## src/rtl/joint_ctrl_pkg.sv

```systemverilog
// Shared types and helpers for the joint position controller.
package joint_ctrl_pkg;

  // Auto-repeat sequencer states.
  typedef enum logic [1:0] {
    IDLE,
    HOLD,
    REPEAT,
    WAIT_REL
  } ar_state_t;

  // Default servo travel limits, in position units.
  localparam int DEF_POS_MIN  = 0;
  localparam int DEF_POS_MAX  = 180;
  localparam int DEF_POS_INIT = 90;

  // Step a position up or down by delta and clamp it into [lo, hi].
  // The sum is formed in 32 bits, which is wider than any position
  // register, so stepping past either end never wraps before the clamp.
  function automatic int sat_step(input int cur, input int delta,
                                  input logic up, input int lo, input int hi);
    int nxt;
    nxt = up ? cur + delta : cur - delta;
    if (nxt > hi) begin
      nxt = hi;
    end else if (nxt < lo) begin
      nxt = lo;
    end
    return nxt;
  endfunction

endpackage

```

## src/rtl/btn_autorepeat.sv

```systemverilog
// Press / hold / auto-repeat sequencer. Turns a held direction into a first
// step, a step after HOLD_TICKS ticks, then a step every RPT_TICKS ticks.
module btn_autorepeat
  import joint_ctrl_pkg::*;
#(
  parameter int HOLD_TICKS = 25,
  parameter int RPT_TICKS  = 5
) (
  input  logic clk,
  input  logic rst,
  input  logic tick,
  input  logic dir_up,
  input  logic dir_dn,
  input  logic any_held,
  input  logic btn_next,
  output logic step_up,
  output logic step_dn
);

  localparam int CNT_MAX = (HOLD_TICKS > RPT_TICKS) ? HOLD_TICKS : RPT_TICKS;
  localparam int CNT_W   = $clog2(CNT_MAX + 1);
  localparam logic [CNT_W-1:0] HOLD_LAST = CNT_W'(HOLD_TICKS - 1);
  localparam logic [CNT_W-1:0] RPT_LAST  = CNT_W'(RPT_TICKS - 1);

  ar_state_t        state, state_nx;
  logic [CNT_W-1:0] cnt, cnt_nx;
  logic             last_up, last_up_nx;
  logic             same_dir;
  logic [CNT_W-1:0] cnt_last;

  // Still holding the direction that started this press (both-held is none).
  assign same_dir = last_up ? dir_up : dir_dn;
  assign cnt_last = (state == HOLD) ? HOLD_LAST : RPT_LAST;

  // State, tick counter and latched press direction.
  // NOTE: clocked state uses non-blocking (<=) so every register samples
  // pre-edge values; blocking here would create order-dependent races.
  always_ff @(posedge clk or negedge rst) begin
    if (!rst) begin
      state   <= IDLE;
      cnt     <= '0;
      last_up <= 1'b0;
    end else begin
      state   <= state_nx;
      cnt     <= cnt_nx;
      last_up <= last_up_nx;
    end
  end

  // Next-state and step-strobe decode.
  // NOTE: every output of this block gets a default first so no path
  // leaves one unassigned, which would otherwise infer a latch.
  always_comb begin
    state_nx   = state;
    cnt_nx     = cnt;
    last_up_nx = last_up;
    step_up    = 1'b0;
    step_dn    = 1'b0;
    unique case (state)
      IDLE: begin
        if (dir_up || dir_dn) begin
          step_up    = dir_up;
          step_dn    = dir_dn;
          last_up_nx = dir_up;
          cnt_nx     = '0;
          state_nx   = HOLD;
        end
      end
      HOLD, REPEAT: begin
        if (!same_dir) begin
          // Released, both held, or reversed: the next cycle starts fresh.
          cnt_nx   = '0;
          state_nx = IDLE;
        end else if (btn_next) begin
          cnt_nx   = '0;
          state_nx = WAIT_REL;
        end else if (tick) begin
          if (cnt == cnt_last) begin
            step_up  = last_up;
            step_dn  = !last_up;
            cnt_nx   = '0;
            state_nx = REPEAT;
          end else begin
            cnt_nx = cnt + CNT_W'(1);
          end
        end
      end
      WAIT_REL: begin
        // A press that outlives a joint change must not carry over to it.
        if (!any_held) begin
          state_nx = IDLE;
        end
      end
      default: begin
        state_nx = IDLE;
      end
    endcase
  end

endmodule

```

## src/rtl/joint_position_ctrl.sv

```systemverilog
// Push-button joint selector and position setpoint register file for the
// arm's servo PWM channels.
module joint_position_ctrl
  import joint_ctrl_pkg::*;
#(
  parameter int NUM_JOINTS = 4,
  parameter int POS_W      = 8,
  parameter int POS_MIN    = DEF_POS_MIN,
  parameter int POS_MAX    = DEF_POS_MAX,
  parameter int POS_INIT   = DEF_POS_INIT,
  parameter int STEP       = 1,
  parameter int HOLD_TICKS = 25,
  parameter int RPT_TICKS  = 5
) (
  input  logic                          clk,
  input  logic                          rst,
  input  logic                          tick,
  input  logic                          btn_up,
  input  logic                          btn_dn,
  input  logic                          btn_next,
  output logic [$clog2(NUM_JOINTS)-1:0] sel,
  output logic [NUM_JOINTS*POS_W-1:0]   pos_flat,
  output logic                          upd,
  output logic                          at_limit
);

  localparam int SEL_W = $clog2(NUM_JOINTS);
  localparam logic [SEL_W-1:0] SEL_LAST = SEL_W'(NUM_JOINTS - 1);
  localparam logic [POS_W-1:0] MIN_V    = POS_W'(POS_MIN);
  localparam logic [POS_W-1:0] MAX_V    = POS_W'(POS_MAX);
  localparam logic [POS_W-1:0] INIT_V   = POS_W'(POS_INIT);

  logic [POS_W-1:0] pos [NUM_JOINTS];
  logic [POS_W-1:0] pos_cur, pos_nx;
  logic             dir_up, dir_dn, any_held;
  logic             step_up, step_dn;

  // Opposing buttons cancel out.
  assign dir_up   = btn_up & ~btn_dn;
  assign dir_dn   = btn_dn & ~btn_up;
  assign any_held = btn_up | btn_dn;

  btn_autorepeat #(
    .HOLD_TICKS (HOLD_TICKS),
    .RPT_TICKS  (RPT_TICKS)
  ) u_autorepeat (
    .clk      (clk),
    .rst      (rst),
    .tick     (tick),
    .dir_up   (dir_up),
    .dir_dn   (dir_dn),
    .any_held (any_held),
    .btn_next (btn_next),
    .step_up  (step_up),
    .step_dn  (step_dn)
  );

  // Selected joint's current value and its saturated stepped value.
  always_comb begin
    pos_cur = pos[sel];
    pos_nx  = POS_W'(sat_step(int'(pos_cur), STEP, step_up, POS_MIN, POS_MAX));
  end

  // Position registers, joint selection and change strobe.
  // NOTE: the position array is reset in full because each joint must come
  // up at a known servo setpoint; a storage array with no such need would
  // be left unreset.
  always_ff @(posedge clk or negedge rst) begin
    if (!rst) begin
      sel <= '0;
      upd <= 1'b0;
      for (int i = 0; i < NUM_JOINTS; i++) begin
        pos[i] <= INIT_V;
      end
    end else begin
      upd <= 1'b0;
      // The step lands on the joint selected now, before any advance.
      if (step_up || step_dn) begin
        pos[sel] <= pos_nx;
        upd      <= (pos_nx != pos_cur);
      end
      if (btn_next) begin
        sel <= (sel == SEL_LAST) ? '0 : sel + SEL_W'(1);
      end
    end
  end

  // Flatten the register file for the PWM duty generators.
  for (genvar g = 0; g < NUM_JOINTS; g++) begin : g_flat
    assign pos_flat[g*POS_W +: POS_W] = pos[g];
  end

  assign at_limit = (pos_cur == MIN_V) || (pos_cur == MAX_V);

endmodule

```

## config.mk

```make
export PLATFORM = sky130hd
export DESIGN_NAME = joint_position_ctrl
export DESIGN_NICKNAME = d
export VERILOG_FILES = /design/src/rtl/joint_ctrl_pkg.sv /design/src/rtl/btn_autorepeat.sv /design/src/rtl/joint_position_ctrl.sv
export SDC_FILE = /design/constraint.sdc
export NUM_CORES = 1
export LEC_CHECK = 0
export BUFFER_PORTS_ARGS = -buffer_cell sky130_fd_sc_hd__buf_4
export CAP_MARGIN = 0
export CELL_PAD_IN_SITES_DETAIL_PLACEMENT = 2
export CELL_PAD_IN_SITES_GLOBAL_PLACEMENT = 2
export CORE_MARGIN = 4
export CORE_UTILIZATION = 39
export CTS_CLUSTER_DIAMETER = 60
export CTS_CLUSTER_SIZE = 14
export DETAILED_ROUTE_END_ITERATION = 7
export GPL_ROUTABILITY_DRIVEN = 0
export HOLD_SLACK_MARGIN = 0.1
export PLACE_DENSITY = 0.95
export SYNTH_ARGS = -nofsm -noshare
export SYNTH_HDL_FRONTEND = slang
export SYNTH_HIERARCHICAL = 1
export SYNTH_SLANG_ARGS = --single-unit
```

## constraint.sdc

```tcl
create_clock -name clk -period 5.3 [get_ports clk]
set_input_delay 0.265 -clock clk [delete_from_list [all_inputs] [get_ports clk]]
set_output_delay 0.265 -clock clk [all_outputs]
set_load 0.02 [all_outputs]
```

==> impl.org <==
** Synth
- After synthesis the netlist holds a flip-flop and latch count of 43.
- Total of warnings raised by yosys :: 6
- For this run, the leading register cell type out of synthesis is dfrtp_1.
- Post-synth EDFFs :: 0
- Ys async rst share :: 100.0%
- For this run, the register share of the synthesized area comes to about 38%.
- In this run the cell area of the synthesized design comes to 0.002914 mm².
- The number of nets in the synthesized netlist is 317.
- Syn Area/Cell :: between 9 and 10 µm²
- Number of distinct standard cells referenced by the synthesized netlist :: 65
- Counting every instance in the synthesized netlist gives about 300.

** Die
- 42 I/O pins were placed.
- Starting Density :: between 40% and 50%
- The die covers between 0.008 and 0.009 mm².
- Die Span X :: roughly 94 µm
- Site row count :: 31
- Die height :: about 94 µm
- The core region is ~0.0073 mm².

** Critical path
- STA puts the critical path data required time at roughly 5.4 ns.
- On the worst path, the slowest cell contributes a delay of 0.71 ns.
- Number of buffers and inverters on the critical path :: 1
- The cell family contributing the most delay on the critical path is compound AO/OA/AOI/OAI gates.
- The worst setup path is captured at a flip-flop.
- CP max-delay cell :: a31oi_1
- Critical path cell sequence :: inv_1 > ha_1 > nor4b_2 > o211ai_2 > nor4_2 > o2bb2ai_1 > and2_1 > nand3_1 > a21oi_1 > nor2b_1 > a31oi_1 > o21ai_0
- Data arrives at the worst endpoint at roughly 4.2 ns.
- CP startpoint kind :: flip-flop
- Type of the worst setup path :: flip-flop to flip-flop
- Maximum fanout encountered on the critical timing path :: 12
- Launch instance of the worst register-to-register path :: u_autorepeat/state[1]
- Tracing the worst setup path back leads to its startpoint at u_autorepeat/state[1].

** STA
- Setup repair after global routing left no endpoint under its margin.
- Based on the critical path, the design can be clocked at up to about 240 MHz.
- Across the routed clock network, the largest skew measured is about 0.0075 ns.
- The total count of max-transition violations in the final report came to 0.
- Hold Slack :: 0.1985 ns
- Setup violations remaining at the end of the flow were counted as 0.
- Final Hold Fails :: 0
- Dividing the final minimum period by the clock period gives 77.56%.
- Worst Max-Slew Pin Slew :: slightly below 1 ns
- The clock period could shrink to slightly above 4 ns.
- Setup TNS after final layout :: 0 ns
- Slew margin rel. :: 35.42%

** Placement
- Once placement finished, the instance area stood at 0.003292 mm².
- Half-perimeter wire length after placement :: 7682 µm
- # port buffers :: 41
- After detailed placement, the design holds a cell count of about 430.

** CTS
- CTS built an H-tree with a depth of 2.
- Number of buffers between clock root and the deepest sink :: 2
- Quantity of gates resized following cts :: 0
- The clock reaches the later pin of the worst-skew pair after around 0.30 ns.
- # clock sinks :: 43
- TritonCTS built the clock tree.
- After clock tree synthesis, the clock-pin slew on the worst setup and hold paths is approximately 0.09 ns.
- Buffers inserted during clock tree synthesis total 5.
- In this run the clock root is driven by a clkbuf_8.

** Min path
- Startpoint of the most critical hold path :: btn_next
- In this run the worst hold path is classified as input port to flip-flop.

** Job
- Max Cap Violations :: 0

** Pwr
- For this design the static power due to leakage is approximately 1.4 nW.
- Seq pwr share :: 25.8%
- Peak ir drop on the vdd network :: 286.8 µV
- Net switching is between 50% and 60% of the power.
- Power spent charging and discharging nets :: roughly 1.4 mW
- Part of the power in combinational logic :: ~66%
- For this design the ratio of total power to cell area is between 700 and 800 mW/mm².
- Of the total power, the clock network draws under 10%.
- Internal Dissipation :: about 1.2 mW

** Routing
- Average vias per placed instance :: 6.011
- # DRC :: 0
- Wire length per cell :: 23.09 µm
- The final layout contains routed wiring with a total length of between 10000 and 15000 µm.
- Number of antenna-violating nets in the routed design :: 0
- The detailed router finished its first iteration with around 190 violations.
- Count of vias placed by the detailed router :: 2621
- The first TritonRoute pass finished after 4 iterations.

** Cells and area
- The top cell types in the final layout, fill and taps aside, are buf_4, nand2_1, o21ai_0.
- Area taken by flip-flops and latches :: approximately 0.0011 mm²
- Area of all placed cells without fillers :: 0.003391 mm²
- In the final layout, the multi-input gates occupy 0.001715 mm².
- Counting the fill cells in the layout gives 778.
- Area delta synth->final :: 16.36%
- Count of non-filler cells in the finished layout :: approximately 440
- After the last flow step, the layout net total stands at 354.
- Leaving out fill and tap cells, the most frequent cell in the layout is buf_4.
- For this run, the share of the core covered by cells in the final layout is between 40% and 50%.
- Inserted Diodes :: 0
- Share of cells above drive strength 1 :: 28.78%

** Global routing
- Met3 layer usage reported by global route :: 2.390%
- The first global-routing pass estimated ~16000 µm of wire.
- The layer flagged by global routing as most heavily used is met2.
- The initial antenna violation count came to 0.
- The via count of the first global-routing pass is ~2900.
- The total overflow left after global routing is 0.
- GRT Util Overall :: a little under a quarter
- GRT met1 Usage :: around 31%
- For met2 alone, demand over resource in global routing was ~41%.
- Entering global routing, the biggest net connects 44 pins.

** Status
- The run finished with clean final reports.
## per-layer routing
metal	part of all wire [%]	wire (µm)
met5	0	0
met2	51	5172
met1	42	4236
met3	5.0	501
met4	1.5	156
## cell families (layout without fill, tap and decap cells)
family	count (synthesis)	in the layout	share of synthesized area (%)
and+or+nand+nor	96	96	19.36
AOI/OAI and AO/OA	95	95	20.70
DFF	43	43	37.61
muxes	25	25	12.45
buffers and inverters	24	62	3.521
adders and majority gates	12	12	5.152
xor gates and xnor gates	4	4	1.202
## sequential cells by signal (all words and copies together) (netlist names)
register              count
u_autorepeat/state        2
sel                       2
upd                       1
u_autorepeat/last_up      1
pos_flat                 32
u_autorepeat/cnt          5
## synth_stat cells, types with 2 or more instances
| master | count | area (µm²) |
|---|---|---|
| o31ai_1 | 2 | 15.01 |
| ha_1 | 12 | 150.1 |
| o22ai_1 | 2 | 12.51 |
| mux2i_1 | 15 | 150.1 |
| nor3_1 | 5 | 25.02 |
| mux4_1 | 2 | 52.55 |
| a21oi_1 | 23 | 115.1 |
| nor4_1 | 2 | 12.51 |
| dfrtp_1 | 27 | 675.7 |
| and3_1 | 4 | 25.02 |
| and2_1 | 3 | 18.77 |
| a22oi_1 | 4 | 30.03 |
| nor2b_1 | 4 | 25.02 |
| buf_2 | 4 | 20.02 |
| nor2_1 | 9 | 33.78 |
| or2_2 | 4 | 25.02 |
| nor4_2 | 2 | 25.02 |
| o21ai_1 | 6 | 30.03 |
| inv_1 | 11 | 41.29 |
| o2bb2ai_1 | 2 | 17.52 |
| nand2_1 | 35 | 131.4 |
| xor2_1 | 2 | 17.52 |
| and2_0 | 4 | 25.02 |
| clkbuf_1 | 8 | 30.03 |
| a32oi_1 | 5 | 43.79 |
| dfstp_2 | 16 | 420.4 |
| nand2b_1 | 3 | 18.77 |
| xnor2_1 | 2 | 17.52 |
| o21a_1 | 2 | 15.01 |
| nand3_1 | 5 | 25.02 |
| o21ai_0 | 35 | 175.2 |
| mux4_2 | 6 | 135.1 |
## final timing paths
| check | endpoint | cells past startpoint | slack, ns |
|---|---|---|---|
| setup / recovery | pos_flat[21] | 12 | 1.19 |
| hold / removal | sel[1] | 2 | 0.20 |
| min in group asynchronous | pos_flat[2] | 2 | 0.52 |
| max in group asynchronous | pos_flat[10] | 2 | 4.38 |
| setup reg to reg | pos_flat[21] | 12 | 1.19 |
| hold reg to reg | pos_flat[15] | 2 | 0.53 |
## worst reg2reg max path: cells and delay by family (launching register included)
family,cells,cell delay (ns)
flops,1,0.39
compound gates,5,1.88
fa+ha+maj,1,0.21
buf+inv,1,0.09
simple gates,5,1.36
## power by group through the flow
stage | sequential, mW | clock, mW | combinational [mW]
floorplan | 0.753 | 0 | 1.01
global placement | 0.650 | 0 | 1.58
detailed placement | 0.666 | 0 | 1.67
CTS | 0.661 | 0.220 | 1.69
global route | 0.682 | 0.242 | 1.83
finish | 0.662 | 0.216 | 1.69
## stage by stage
step	worst slack (ns)	power (mW)
floorplan	2.034	1.766
global placement	1.670	2.229
detailed placement	1.319	2.340
CTS	1.246	2.569
global route	0.9187	2.758
finish	1.189	2.569
## repair_timing
item                      CTS  global route
setup buffers               0             0
hold buffers                1             0
hold endpoints to repair   27             0
## final cells by class
cell class              instances  share of cell area [%]
well taps                      99                   3.653
inverters                      11                   1.218
flip-flops and latches         43                   32.32
clock buffers                   5                   2.030
repair buffers                 43                   9.594
multi-input cells             232                   50.59
clock inverters                 3                  0.5904
(Power assumes the default switching activity.)
